===== src/rtl/servo_pkg.sv =====
// rtl/servo_pkg.sv - shared servo setpoint range and repeat FSM state type
// Purpose : setpoint limits/defaults common to the setpoint controller and the
//           PWM stage, plus the per-button repeat FSM state encoding.
// Ports   : none (package).
package servo_pkg;

    localparam int SERVO_SP_W      = 11;
    localparam int SERVO_SP_MIN    = 25;
    localparam int SERVO_SP_MAX    = 125;
    localparam int SERVO_SP_INIT   = 25;
    localparam int SERVO_STEP_SIZE = 5;

    typedef enum logic [1:0] {
        RPT_IDLE   = 2'd0,
        RPT_DELAY  = 2'd1,
        RPT_REPEAT = 2'd2
    } rpt_state_t;

endpackage


===== src/rtl/btn_conditioner.sv =====
// rtl/btn_conditioner.sv - sync, debounce and hold-to-repeat for one active-low button
// Purpose : turns a raw asynchronous active-low button into one-cycle step pulses:
//           a step on each debounced press, then auto-repeat while held.
// Ports   : clk     - system clock
//           rst     - asynchronous active-low reset
//           en      - while low, no steps and the repeat FSM is held in idle
//           btn_raw - raw button, active-low, asynchronous to clk
//           step    - one-cycle step request
module btn_conditioner
    import servo_pkg::*;
#(
    parameter int DEBOUNCE_CYCLES = 500_000,
    parameter int REPEAT_DELAY    = 25_000_000,
    parameter int REPEAT_RATE     = 5_000_000
) (
    input  logic clk,
    input  logic rst,
    input  logic en,
    input  logic btn_raw,
    output logic step
);

    localparam int DB_W  = $clog2(DEBOUNCE_CYCLES + 1);
    localparam int TMR_MAX = (REPEAT_DELAY > REPEAT_RATE) ? REPEAT_DELAY : REPEAT_RATE;
    localparam int TMR_W = $clog2(TMR_MAX + 1);

    localparam logic [DB_W-1:0]  DB_LAST  = DB_W'(DEBOUNCE_CYCLES - 1);
    localparam logic [TMR_W-1:0] DLY_LAST = TMR_W'(REPEAT_DELAY - 1);
    localparam logic [TMR_W-1:0] RPT_LAST = TMR_W'(REPEAT_RATE - 1);

    logic             sync1, sync2;
    logic [1:0]       vld;
    logic             db_level, db_d;
    logic [DB_W-1:0]  db_cnt;
    logic             press_q;
    logic             armed;
    rpt_state_t       state, state_nxt;
    logic [TMR_W-1:0] timer, timer_nxt;

    // The debounced level resets to "released", so a button already held at
    // reset would otherwise debounce into a fake press. Presses only count once
    // the button has been seen genuinely released after reset (vld marks the
    // synchroniser holding real samples rather than its reset value).
    always_ff @(posedge clk or negedge rst) begin
        if (!rst) begin
            sync1    <= 1'b1;
            sync2    <= 1'b1;
            vld      <= 2'b00;
            db_level <= 1'b1;
            db_d     <= 1'b1;
            db_cnt   <= '0;
            press_q  <= 1'b0;
            armed    <= 1'b0;
        end else begin
            sync1 <= btn_raw;
            sync2 <= sync1;
            vld   <= {vld[0], 1'b1};
            if (sync2 != db_level) begin
                if (db_cnt == DB_LAST) begin
                    db_level <= sync2;
                    db_cnt   <= '0;
                end else begin
                    db_cnt <= db_cnt + 1'b1;
                end
            end else begin
                db_cnt <= '0;
            end
            db_d    <= db_level;
            press_q <= db_d & ~db_level;
            if (vld[1] && sync2 && db_level) begin
                armed <= 1'b1;
            end
        end
    end

    always_comb begin
        state_nxt = state;
        timer_nxt = timer;
        step      = 1'b0;
        if (!en || db_level) begin
            state_nxt = RPT_IDLE;
            timer_nxt = '0;
        end else begin
            case (state)
                RPT_IDLE: begin
                    if (press_q && armed) begin
                        step      = 1'b1;
                        state_nxt = RPT_DELAY;
                        timer_nxt = '0;
                    end
                end
                RPT_DELAY: begin
                    if (timer == DLY_LAST) begin
                        step      = 1'b1;
                        state_nxt = RPT_REPEAT;
                        timer_nxt = '0;
                    end else begin
                        timer_nxt = timer + 1'b1;
                    end
                end
                RPT_REPEAT: begin
                    if (timer == RPT_LAST) begin
                        step      = 1'b1;
                        timer_nxt = '0;
                    end else begin
                        timer_nxt = timer + 1'b1;
                    end
                end
                default: begin
                    state_nxt = RPT_IDLE;
                    timer_nxt = '0;
                end
            endcase
        end
    end

    always_ff @(posedge clk or negedge rst) begin
        if (!rst) begin
            state <= RPT_IDLE;
            timer <= '0;
        end else begin
            state <= state_nxt;
            timer <= timer_nxt;
        end
    end

endmodule


===== src/rtl/servo_setpoint_ctrl.sv =====
// rtl/servo_setpoint_ctrl.sv - saturating servo duty setpoint driven by inc/dec buttons
// Purpose : conditions two raw buttons and keeps a clamped duty setpoint for the PWM stage.
// Ports   : clk        - system clock
//           rst        - asynchronous active-low reset
//           en         - step enable; setpoint holds while low
//           btn_inc    - raw increment button, active-low
//           btn_dec    - raw decrement button, active-low
//           setpoint   - registered duty setpoint
//           sp_changed - one-cycle pulse when setpoint took a new value
//           at_min     - setpoint == SP_MIN (registered)
//           at_max     - setpoint == SP_MAX (registered)
module servo_setpoint_ctrl
    import servo_pkg::*;
#(
    parameter int DEBOUNCE_CYCLES = 500_000,
    parameter int REPEAT_DELAY    = 25_000_000,
    parameter int REPEAT_RATE     = 5_000_000,
    parameter int SP_W            = SERVO_SP_W,
    parameter int SP_MIN          = SERVO_SP_MIN,
    parameter int SP_MAX          = SERVO_SP_MAX,
    parameter int SP_INIT         = SERVO_SP_INIT,
    parameter int STEP_SIZE       = SERVO_STEP_SIZE
) (
    input  logic            clk,
    input  logic            rst,
    input  logic            en,
    input  logic            btn_inc,
    input  logic            btn_dec,
    output logic [SP_W-1:0] setpoint,
    output logic            sp_changed,
    output logic            at_min,
    output logic            at_max
);

    typedef logic [SP_W:0] wide_t;

    localparam wide_t MIN_X  = wide_t'(SP_MIN);
    localparam wide_t MAX_X  = wide_t'(SP_MAX);
    localparam wide_t STEP_X = wide_t'(STEP_SIZE);

    logic            step_inc, step_dec;
    wide_t           sp_x, inc_x;
    logic [SP_W-1:0] sp_next;

    btn_conditioner #(
        .DEBOUNCE_CYCLES (DEBOUNCE_CYCLES),
        .REPEAT_DELAY    (REPEAT_DELAY),
        .REPEAT_RATE     (REPEAT_RATE)
    ) u_cond_inc (
        .clk     (clk),
        .rst     (rst),
        .en      (en),
        .btn_raw (btn_inc),
        .step    (step_inc)
    );

    btn_conditioner #(
        .DEBOUNCE_CYCLES (DEBOUNCE_CYCLES),
        .REPEAT_DELAY    (REPEAT_DELAY),
        .REPEAT_RATE     (REPEAT_RATE)
    ) u_cond_dec (
        .clk     (clk),
        .rst     (rst),
        .en      (en),
        .btn_raw (btn_dec),
        .step    (step_dec)
    );

    // One extra bit keeps the sum from wrapping; the decrement is guarded by
    // the wide compare so the narrow subtraction only runs when it cannot go
    // below SP_MIN.
    always_comb begin
        sp_x    = {1'b0, setpoint};
        inc_x   = sp_x + STEP_X;
        sp_next = setpoint;
        case ({step_inc, step_dec})
            2'b10: sp_next = (inc_x > MAX_X) ? SP_W'(SP_MAX) : inc_x[SP_W-1:0];
            2'b01: sp_next = (sp_x < MIN_X + STEP_X) ? SP_W'(SP_MIN)
                                                     : setpoint - SP_W'(STEP_SIZE);
            default: sp_next = setpoint;  // none, or both cancelling
        endcase
    end

    always_ff @(posedge clk or negedge rst) begin
        if (!rst) begin
            setpoint   <= SP_W'(SP_INIT);
            sp_changed <= 1'b0;
            at_min     <= (SP_INIT == SP_MIN);
            at_max     <= (SP_INIT == SP_MAX);
        end else begin
            setpoint   <= sp_next;
            sp_changed <= (sp_next != setpoint);
            at_min     <= (sp_next == SP_W'(SP_MIN));
            at_max     <= (sp_next == SP_W'(SP_MAX));
        end
    end

endmodule


===== config.mk =====
export PLATFORM = sky130hd
export DESIGN_NAME = servo_setpoint_ctrl
export DESIGN_NICKNAME = d
export VERILOG_FILES = /design/src/rtl/servo_pkg.sv /design/src/rtl/btn_conditioner.sv /design/src/rtl/servo_setpoint_ctrl.sv
export SDC_FILE = /design/constraint.sdc
export NUM_CORES = 1
export LEC_CHECK = 0
export CAP_MARGIN = 10
export CELL_PAD_IN_SITES_DETAIL_PLACEMENT = 0
export CELL_PAD_IN_SITES_GLOBAL_PLACEMENT = 1
export CORE_MARGIN = 5
export CORE_UTILIZATION = 48
export CTS_CLUSTER_SIZE = 10
export DETAILED_ROUTE_END_ITERATION = 10
export GPL_ROUTABILITY_DRIVEN = 0
export GPL_TIMING_DRIVEN = 0
export HOLD_SLACK_MARGIN = 0.02
export PLACE_DENSITY_LB_ADDON = 0.2
export SYNTH_ARGS = -nofsm -noshare
export SYNTH_HDL_FRONTEND = slang
export SYNTH_SLANG_ARGS = --single-unit

===== constraint.sdc =====
create_clock -name clk -period 4.5 [get_ports clk]
set_input_delay 0.675 -clock clk [delete_from_list [all_inputs] [get_ports clk]]
set_output_delay 0.675 -clock clk [all_outputs]
set_load 0.01 [all_outputs]

# Yosys cells after proc, flatten, opt, wreduce, memory -nomap -nowiden
# Index checks and enable logic that the tools add are counted.
[word_totals]
elab_cells = 109
out_inout_bits = 14
input_bits = 5
register_bits = 122
[classes]
n_addsub = 6
n_reduce_logical = 15
muxes = 35
eq_ne = 23
n_bitwise = 4
n_lt_le_gt_ge = 2
[op_table]
columns = ["operator", "count"]
rows = [
  ["two-way mux 25 bit", 8],
  ["case mux 25 bit (3 select lines)", 2],
  ["two-way mux 19 bit", 4],
  ["adder 25 x 1 -> 25 bit (second input constant)", 2],
  ["equality test 25 x 23 -> 1 bit (second input constant)", 2],
  ["equality test 25 bit (second input constant)", 2],
  ["adder 19 x 1 -> 19 bit (second input constant)", 2],
  ["equality test 19 bit (second input constant)", 2],
  ["two-way mux 11 bit", 2],
  ["case mux 11 bit (2 select lines)", 1],
  ["adder 11 x 3 -> 12 bit (second input constant)", 1],
  ["greater-than comparator 12 x 7 -> 1 bit (second input constant)", 1],
  ["two-way mux 2 bit", 6],
  ["inequality test 3 x 1 -> 1 bit (second input constant)", 4],
  ["case mux 2 bit (3 select lines)", 2],
  ["equality test 11 x 5 -> 1 bit (second input constant)", 1],
  ["equality test 11 x 7 -> 1 bit (second input constant)", 1],
  ["less-than comparator 11 x 5 -> 1 bit (second input constant)", 1],
  ["inequality test 11 bit", 1],
  ["subtractor 11 x 3 -> 11 bit (second input constant)", 1],
  ["two-way mux 1 bit", 8],
  ["equality test 2 x 1 -> 1 bit (second input constant)", 3],
  ["equality test 2 bit (second input constant)", 3],
  ["logical AND 1 bit", 6],
  ["other kinds (10)", 19],
]

# Longest topological paths before layout
[depth]
depth_word = 7
ltp_mapped = 17
depth_no_buf = 16

# Cells and area by module
# From an unflattened synthesis, not the netlist that was laid out.
[hier_totals]
hier_cells = 812
hier_area_um2 = 7290.7
[by_module_without_submodules]
columns = ["mod", "area_per_inst_um2", "cells_per_inst", "instances", "seq_area_each_um2"]
rows = [
  ["btn_conditioner at u_cond_dec", 2895.3, 310, 1, 1356.3],
  ["btn_conditioner at u_cond_inc", 2851.5, 307, 1, 1356.3],
  ["servo_setpoint_ctrl", 1544.0, 195, 1, 355.3],
]

# Least setup slack after synthesis
# OpenSTA, ideal clock, no wires.
[synth_path]
path_type = "register to register"
from = "register u_cond_dec.timer[0]"
to = "register sp_changed"
period_less_slack_ns = 3.404
path_buffers = 0
path_stages_with_launch = 15
required_time_ns = 4.358
t_arrival_ns = 3.261
setup_slack_ns = 1.096
setup_time_ns = 0.142
cell_sequence = "dfrtp_1 ha_1 and3_1 nand4_1 nor4_1 nand2_1 a311oi_1 ha_1 inv_1 nor2_1 and3_1 a311oi_1 or3_1 a221oi_1 a41oi_1"
[synth_between]
elab_chain_cells = 7
elab_cells_between_ends = 10
classes_between = "5 x eq/ne; 5 x mux"
[synth_rtl]
columns = ["element", "line_no", "text"]
rows = [
  ["start, declared", "btn_conditioner.sv:38", "logic [TMR_W-1:0] timer, timer_nxt;"],
  ["start signal, assigned", "btn_conditioner.sv:123", "timer <= timer_nxt;"],
  ["equality test 25 x 23 -> 1 bit or equality test 25 bit (tied branches)", "btn_conditioner.sv:102, btn_conditioner.sv:93", ""],
  ["two-way mux 1 bit, on equally long branches", "btn_conditioner.sv:102, btn_conditioner.sv:93", ""],
  ["case mux 1 bit (3 select lines) *", "btn_conditioner.sv:84", "case (state)"],
  ["two-way mux 1 bit *", "btn_conditioner.sv:80", "if (!en || db_level) begin"],
  ["equality test 2 x 1 -> 1 bit or equality test 2 bit (tied branches)", "servo_setpoint_ctrl.sv:76", "case ({step_inc, step_dec})"],
  ["case mux 11 bit (2 select lines) *", "servo_setpoint_ctrl.sv:76", ""],
  ["inequality test 11 bit *", "servo_setpoint_ctrl.sv:92", "sp_changed <= (sp_next != setpoint);"],
  ["end signal, assigned", "servo_setpoint_ctrl.sv:92", ""],
  ["end, declared", "servo_setpoint_ctrl.sv:30", "output logic sp_changed,"],
]
# Every way passes the cells marked *; elsewhere a longest branch is shown, timed or not.
# A chain may end at the register's enable or synchronous reset.

# Final worst setup path
# Same ends and word-level chain as after synthesis.

==> run summary <==
The run finished with clean final reports. The logs give 48.9% for the fraction of power consumed by the clock network and 0 for the final-report hold violation count. The peak ir drop on the vdd network was 254 µV. The most frequently used flop master after synthesis was dfrtp_1. Summed over all cells, the static leakage comes to 3.26 nW.

The sequential fraction of design power came out at 37.0%. Post-detailed-routing wire length: 16000 µm. The endpoint identified for the worst register-to-register timing path is sp_changed. Including well taps, the total number of placed cells is 987. Sequential cells were found to cover 43.8% of the synthesized design area.

Detailed routing inserted a total of 5951 vias. Yosys mapped a number of flops with a built-in enable equal to 0. Across all register-to-register paths, the minimum setup slack is 0.36 ns.

The synthesized design spends more area on one cell type than any other, namely dfrtp_1. Summing the areas of all fa, ha and maj instances in the mapped netlist gives 3.45% of the synthesized area. The proportion of layout cells with a drive suffix above 1 is 8.22%, and the post-synth design cell area is 6900 µm². The die extent in x came out at 130 µm. In the synthesized netlist, the cells that appear most often are 117 x nor2_1, 108 x dfrtp_1, 92 x nand2_1. The tools report the startpoint of the lowest-slack register-to-register path as u_cond_dec.timer[0]. Measured against the total synthesized area, the mux share comes to 0.635%.

STA classifies the critical path endpoint as a flip-flop. Summed over all nets, the half-perimeter wirelength after detailed placement is 11100 µm. TritonCTS built the clock tree. Max-cap violations in this run came to 0.

The logs give 3670 µm² for the multi-input gate area in the final layout and 0 for the number of warning messages in the yosys log. Global routing finished with a remaining overflow of 0. After filler insertion, the fill cell instance count of the layout stands at 1241.

Net switching is 27.0% of the power. The synthesized-area fraction occupied by xor and xnor cells works out to 7.37%. The CTS root buffer was clkbuf_16. Counting the buffers created by CTS gives 17. In the global route stage, met1 resource usage came out at 27.0%.

The first-pass GRT wire length is 27600 µm. H-tree depth: 4. In this run the worst hold path is classified as input port to async pin.

Setup repair after global routing left no endpoint under its margin. The power share of the combinational group is 14.0%. The share of flip-flops with an asynchronous set or reset was 100%. The minimum hold slack came out at 0.115 ns. At the later pin of the worst-skew pair, clock insertion delay measures 0.41 ns.

After floorplanning, the core was sized to cover 14000 µm². For this run, design rule violations remaining after detail routing come to 0. The logs give 4.76 ns for the worst path required time and 0 for the number of failing setup endpoints in the final timing report. Relative to the synthesized area, the layout overhead comes to 16.2%. The post-synthesis compound-gate area fraction was 14.5%. Global routing used 20.2% of the available tracks across all layers.

The clock sink count is 120, and the number of cells on the worst reg-to-reg path is 14. The logs give 850 for the net count of the finished layout and 4.41 ns for the data arrival time of the worst path. In this run, the number of DRC markers left after iteration 0 of detailed routing was 715. Most utilized layer in the global route result: met2.

The number of buffers inserted by post-CTS setup repair was 0. The synthesized design devotes to its leading area cell type 39.2% of total area. When the netlist entered floorplanning its net count stood at 812. For this run, the top clock speed supported by timing is 0.241 GHz.

Internal power comes to 0.00228 W. The maximum net fanout on the critical path works out to 9. The main combinational cell family by area after synthesis was simple AND/OR/NAND/NOR gates.

Summing internal, switching and leakage power gives 0.00312 W. The average footprint of a synthesized cell was 8.75 µm²; the global-route track usage on met3 was 4.22%. The tools report the count of different cell masters after synthesis as 75.

The die area is 16900 µm². The flip-flop and latch area was 3020 µm²; the measured slew at the worst slew-check pin was 0.726 ns. The most repeated cell in the gate-level netlist after synthesis was nor2_1. The worst slew margin relative to its limit is 51.6%, and the mean number of vias per cell is 5.84.

Dividing total power by cell area gives a power density of 390 nW/µm². The critical path is of the flip-flop to flip-flop type. The number of non-filler instances in the completed layout was 1019.

By area the synthesized netlist is led by dfrtp_1 39%, nor2_1 6.4%, nand2_1 5.0%. For the iteration count of the initial detailed-routing pass, the log shows 6. The detail-routed net length per standard cell was 15.7 µm; the buffer depth of the longest clock path was 2. The max-slew violation count was 0; the synthesis-stage register bit count was 120. The tools report the number of global-route vias before repair as 5917. The top-level port count is 19, and the worst clock skew is 0.00797 ns. The setup total negative slack came out at 0 ns.

The tools report the sort of element at the start of the critical path as a flip-flop. The post-synthesis simple-gate area fraction is 27.0%, and the clock-pin slew on the worst setup and hold paths is 0.06 ns. The number of buffers inserted by port buffering is 18.

The pin count of the biggest net entering global routing was 101; the number of placement rows was 43. The number of hold buffers added after CTS is 0. The number of antenna diodes in the final layout is 0. The minimum clock period is 4.14 ns, and the switching component of the power is 0.000843 W.

The detail route stage leaves a number of antenna-violating nets equal to 0. The share of the clock period used by the worst path after layout was 92.1%; the number of instances in the synthesized netlist was 788. The vertical extent of the die is 130 µm, and the effective utilization at floorplan is 49.3%. The logs give 0 for the number of antenna violations at the first check in global routing and 32.3% for the global-route track usage on met2.
[cell usage in the layout, fill, tap and decap left out, drive strengths merged, types with 5 or more instances in the layout]
master / n
a21o: 5
a21oi: 32
a31oi: 7
and3: 15
and4: 6
buf: 5
bufinv: 5
clkbuf: 43
clkdlybuf4s50: 17
dfrtp: 108
dfstp: 12
ha: 19
inv: 32
nand2: 92
nand2b: 9
nand3: 37
nand4: 17
nor2: 117
nor2b: 12
nor3: 14
nor4: 11
nor4b: 9
o21ai: 48
o22ai: 6
o31ai: 11
or2: 6
or3: 15
xnor2: 23
xor2: 35
[routing by layer]
| layer | wire length (µm) | part of all wire (%) |
|---|---|---|
| met5 | 0 | 0 |
| met4 | 349 | 2.2 |
| met3 | 747 | 4.7 |
| met2 | 7540 | 47 |
| met1 | 7370 | 46 |
[what timing repair did]
item                                    CTS  global route
endpoints found under the setup margin    0             3
endpoints found under the hold margin     0             0
resized for setup                         0             5
[through the flow]
stage,util (%),cell area (µm²),worst slack (ns)
after detailed placement,52.4,7330,0.192
after global placement,52.2,7300,-1.91
after global routing,57.3,8010,0.0856
after CTS,57.2,8000,0.144
final,57.3,8010,0.357
after floorplan,-,6900,1.10
[logic make-up after synthesis]
family,Yosys count
AO/OA/AOI/OAI,152
XOR/XNOR,58
adder cells (fa/ha/maj),19
buffers and inverters,56
flip-flops,120
multiplexers,4
other,1
AND/OR/NAND/NOR,378
[state kept, by name, indices dropped and copies added, names as in the netlist]
signal / flops
sp_changed: 1
u_cond_inc.db_level: 1
u_cond_inc.timer: 25
at_min: 1
u_cond_dec.state: 2
setpoint: 11
u_cond_inc.state: 2
u_cond_dec.vld: 2
u_cond_inc.sync1: 1
u_cond_dec.sync1: 1
u_cond_dec.sync2: 1
u_cond_dec.timer: 25
u_cond_dec.press_q: 1
u_cond_dec.armed: 1
u_cond_inc.press_q: 1
u_cond_dec.db_cnt: 19
u_cond_inc.sync2: 1
u_cond_inc.db_cnt: 19
u_cond_dec.db_level: 1
u_cond_inc.db_d: 1
u_cond_inc.armed: 1
u_cond_dec.db_d: 1
at_max: 1
[area by class of cell]
type,instances,share of cell area (%)
Buffer,27,1.41
Clock buffer,19,5.65
Inverter,29,1.36
Tap cell,180,2.81
Sequential cell,120,37.7
Timing Repair Buffer,19,2.61
Multi-Input combinational cell,612,45.8
Clock inverter,13,2.69
[worst max-delay path by stage]
stage,start,end,cells past startpoint,slack (ns)
CTS,u_cond_dec.timer[0],at_max,13,0.14
global route,u_cond_dec.timer[0],at_max,13,0.09
global placement,rst,u_cond_inc.db_cnt[15],1,-1.91
finish,u_cond_dec.timer[0],sp_changed,14,0.36
detailed placement,u_cond_dec.timer[15],at_max,12,0.19
floorplan,u_cond_dec.timer[0],sp_changed,14,1.10
[power groups by stage]
stage                     registers (W)  logic (W)  clock network [W]
after floorplan                 0.00117   0.000306                  0
after global placement          0.00117   0.000420                  0
after detailed placement        0.00117   0.000436                  0
after CTS                       0.00116   0.000440            0.00156
after global routing            0.00116   0.000497            0.00161
final                           0.00116   0.000438            0.00153
[worst max-delay path: stages (launching register included)]
cell      delay [ns]
dfrtp_1         0.42
ha_1            0.22
and3_1          0.28
nand4_1         0.21
nor4_1          0.34
nand2_1         0.12
a311oi_2        0.34
ha_1            0.30
inv_1           0.15
nor2_2          0.40
and3_1          0.24
a311oi_1        0.06
or3_1           0.38
a221oi_1        0.36
a41oi_1         0.19
Power figures use the tool's default switching activity.
==> patch 1, RTL diff (same settings) <==
`DEBOUNCE_CYCLES` is set to 500_000 in 2 places; all go to 250_000.
--- a/src/rtl/btn_conditioner.sv
+++ b/src/rtl/btn_conditioner.sv
@@ -9,7 +9,7 @@
 module btn_conditioner
     import servo_pkg::*;
 #(
-    parameter int DEBOUNCE_CYCLES = 500_000,
+    parameter int DEBOUNCE_CYCLES = 250_000,
     parameter int REPEAT_DELAY    = 25_000_000,
     parameter int REPEAT_RATE     = 5_000_000
 ) (
--- a/src/rtl/servo_setpoint_ctrl.sv
+++ b/src/rtl/servo_setpoint_ctrl.sv
@@ -12,7 +12,7 @@
 module servo_setpoint_ctrl
     import servo_pkg::*;
 #(
-    parameter int DEBOUNCE_CYCLES = 500_000,
+    parameter int DEBOUNCE_CYCLES = 250_000,
     parameter int REPEAT_DELAY    = 25_000_000,
     parameter int REPEAT_RATE     = 5_000_000,
     parameter int SP_W            = SERVO_SP_W,
Formal check against the unedited RTL: same outputs for any inputs over 10 cycles, from zero or initial values and one cycle with rst low; that may be too few to reach the edited logic, so the function may still have changed.
==> patch 1 against the unedited design <==
Wire length up 0.44%. Non-clock buffer count increased by 5. Global-route usage is 0.15 points lower. Synthesized area is 1.2% lower. Setup slack lost 0.081 ns. Cell area decreased by 1.5%. Largest power group unchanged. Sequential cell count fell by 2. Power increased by 0.42%. Critical path type unchanged. Die area shrank 1.1%.
==> patch 1: results (changes against the unedited design) <==
STATUS
---------------------------------------------------------------------
Status ................................................. finished, final reports clean

SETUP PATH
---------------------------------------------------------------------
Arrival @ worst endpoint ...............................      4.52 ns   +0.11 ns
Startpoint of the worst register-to-register path ...... u_cond_inc.timer[16]$_DFFE_PN0P_
Slowest stage cell, crit path .......................... sky130_fd_sc_hd__or4_1
Critical R2R Capture ................................... at_max$_DFF_PN0_
Biggest cell delay along the critical path .............      0.54 ns   +0.12 ns
Maximum net fanout on the critical path ................           10   +1

YOSYS
---------------------------------------------------------------------
Part of the Yosys area used for sequential elements ....        43.6%   -0.21 points
Synthesized netlist net count ..........................          803   -1.1%
Post-synthesis average cell area .......................    8.75 um^2   about the same
Multiplexer share of the synthesized area ..............       0.936%   +0.30 points
Top cell type's share of synthesized area ..............        38.9%   -0.27 points
Number of unique standard cell types used by synthesis .           69   -8.0%
Most common library cells after synthesis .............. 106 x sky130_fd_sc_hd__dfrtp_1, 94 x sky130_fd_sc_hd__nor2_1, 83 x sky130_fd_sc_hd__nand2_1, 51 x sky130_fd_sc_hd__o21ai_0, 50 x sky130_fd_sc_hd__nand3_1
Post-synthesis compound-gate area fraction .............        15.2%   +0.67 points

FINAL LAYOUT
---------------------------------------------------------------------
Number of nets at the end of the flow ..................          840   -1.2%
Number of filler instances in the final layout .........        1,246   +0.40%
Share of layout cells above drive strength 1 ...........        8.32%   +0.099 points

ROUTE
---------------------------------------------------------------------
Average via count per standard cell ....................         5.86   +0.40%
Total wire length after detailed routing ...............      16.1 mm   +0.44%

PLACE
---------------------------------------------------------------------
Placed insts ...........................................          978   -0.91%
Instance area after placement ..........................    7250 um^2   -1.1%

STA
---------------------------------------------------------------------
Fin Hold WS ............................................     0.137 ns   +0.0219 ns
Layout Skew ............................................   0.00577 ns   -0.00220 ns
Normalized max-slew margin .............................        44.9%   -6.7 points
Max frequency ..........................................      237 MHz   -1.9%

GLOBAL ROUTING
---------------------------------------------------------------------
Global-route usage over all layers .....................        20.0%   -0.15 points
Via count of the first global-routing pass .............        5,696   -3.7%
Wire length of the first global-routing pass ...........      27.1 mm   -1.9%

FLOORPLAN
---------------------------------------------------------------------
Overall die width ......................................       129 um   -0.55%

patch 1: changes by cell type after synthesis, sizes merged, moves of 5 or more:
cell	delta
a21oi	-5
and4	-6
buf	+10
nand2	-9
nand3	+13
nand4	+8
nor2	-23
nor3	+12
o21ai	+5
o41ai	+6
patch 1: report_power, final:
group	switching [W]	leakage [nW]	internal, W
Clock	0.000488	0.308	0.00100
Combinational	0.000345	1.33	0.000159
Sequential	0.0000403	1.58	0.00110
patch 1: metal layers:
layer | up-vias | wire [um] | GRT usage, %
met5 | - | 0 | 0
met2 | 189 | 7360 | 30.5
met1 | 2814 | 7570 | 27.6
met4 | 0 | 374 | 9.26
met3 | 43 | 778 | 4.00
li1 | 2870 | - | -
patch 1: cell type report:
type                            instances  area [um^2]  area share, %
Clock inverter                         11          196           2.49
Sequential cell                       118         2970           37.6
Multi-Input combinational cell        597         3590           45.5
Tap cell                              180          225           2.85
Buffer                                 32          139           1.76
Inverter                               31          116           1.47
Clock buffer                           21          450           5.71
Timing Repair Buffer                   19          209           2.65
==> patch 2, RTL diff (same flow settings) <==
Without the edit above. Re-encode `rpt_state_t` (3 states) as one-hot, 3 bits wide.
--- a/src/rtl/servo_pkg.sv
+++ b/src/rtl/servo_pkg.sv
@@ -10,10 +10,10 @@
     localparam int SERVO_SP_INIT   = 25;
     localparam int SERVO_STEP_SIZE = 5;
 
-    typedef enum logic [1:0] {
-        RPT_IDLE   = 2'd0,
-        RPT_DELAY  = 2'd1,
-        RPT_REPEAT = 2'd2
+    typedef enum logic [2:0] {
+        RPT_IDLE   = 3'b001,
+        RPT_DELAY  = 3'b010,
+        RPT_REPEAT = 3'b100
     } rpt_state_t;
 
 endpackage
Function: no difference found for any inputs over 10 cycles, from zero or initial values and one cycle with rst low; not proved beyond that.
==> patch 2 against the unedited design <==
The flow now finishes with violations (DRC). Synthesized area shrank 1.5%. Clock skew shrank 0.0011 ns. Sequential cell count up 2. Critical path depth is the same. Setup slack worse by 0.083 ns. Utilization fell by 0.54 points. Die area down 1.4%. Wire length shrank 5.8%. Global-route usage shrank 0.89 points. Cell area fell by 1.7%. Maximum frequency fell by 2.0%. Critical path type unchanged. Critical endpoint is now at_min$_DFF_PN1_.
Power is not compared: it rests on default switching activity, and its combinational part moved more than twofold at a synthesized area within 25%.
==> patch 2: results (changes against the unedited design) <==
ROUTE
----------------------------------------------------------------------
Residual DRC ............................................            1   +1
Total wire length after detailed routing ................      15.1 mm   -5.8%
Initial DRT Pass Iterations .............................            8   +2
Wire length on met2 .....................................      7.05 mm   -6.6%
Metal1 wirelength .......................................      7.06 mm   -4.2%
Metal3 WL ...............................................       726 um   -2.8%

SETUP PATH
----------------------------------------------------------------------
Startpoint of the worst register-to-register path ....... u_cond_inc.timer[7]$_DFFE_PN0P_
Slowest stage cell, crit path ........................... sky130_fd_sc_hd__or4b_1
Internal reg-to-reg setup slack .........................      0.27 ns   -0.08 ns
Maximum net fanout on the critical path .................            8   -1
Worst setup endpoint .................................... at_min$_DFF_PN1_

GLOBAL ROUTING
----------------------------------------------------------------------
Wire length of the first global-routing pass ............      26.0 mm   -5.8%
Via count of the first global-routing pass ..............        5,443   -8.0%
Grt met1 use ............................................        26.2%   -0.82 points
Met2 usage in global routing ............................        30.7%   -1.6 points

PLACE
----------------------------------------------------------------------
Placed insts ............................................          955   -3.2%
Sum of net half-perimeters after detailed placement .....      10.4 mm   -6.8%
Post-placement worst setup slack ........................    -0.415 ns   -0.607 ns

YOSYS
----------------------------------------------------------------------
Post-synthesis compound-gate area fraction ..............        12.2%   -2.3 points
Number of unique standard cell types used by synthesis ..           70   -6.7%
Xor and xnor fraction of the mapped netlist area ........        9.15%   +1.8 points
Post-synthesis average cell area ........................    8.99 um^2   +2.7%
Part of the Yosys area used for sequential elements .....        45.2%   +1.4 points

STA
----------------------------------------------------------------------
Slew at the pin closest to its max-slew limit ...........     0.907 ns   +0.182 ns
Final critical path time including I/O delays and setup .      4.23 ns   +0.0826 ns

CLOCK NETWORK
----------------------------------------------------------------------
Post-cts sizing count ...................................            5   +5

STATUS
----------------------------------------------------------------------
Status .................................................. finished with violations
Violations in the final reports .........................          DRC

FINAL LAYOUT
----------------------------------------------------------------------
Number of nets at the end of the flow ...................          807   -5.1%
Share of layout cells above drive strength 1 ............        11.0%   +2.8 points
Number of filler instances in the final layout ..........        1,220   -1.7%

[patch 2: cell types whose count changed in the layout (fill, tap and decap cells not counted), sizes merged, moves of 8 or more]
cell	before	now
nand2	92	65
nor3	14	27
ha	19	9
inv	32	24
o21ai	48	39
nor2	117	130
a21oi	32	22
buf	5	15
[patch 2: power by group through the flow]
stage,Sequential (W),Clock [W],Combinational [W]
2_1_floorplan,0.00114,0,0.0000754
3_3_place_gp,0.00114,0,0.000134
3_5_place_dp,0.00114,0,0.000138
4_1_cts,0.00113,0.00141,0.000140
5_1_grt,0.00113,0.00146,0.000156
6_report,0.00113,0.00138,0.000139
[patch 2: area by class of cell]
type / instances / area, um^2 / share of cell area (%)
multi-input cells: 581 / 3520 / 44.7
flip-flops and latches: 122 / 3070 / 39.0
clock buffers: 24 / 482 / 6.11
well taps: 180 / 225 / 2.86
repair buffers: 19 / 209 / 2.65
plain buffers: 26 / 146 / 1.86
clock inverters: 8 / 119 / 1.51
inverters: 26 / 103 / 1.30
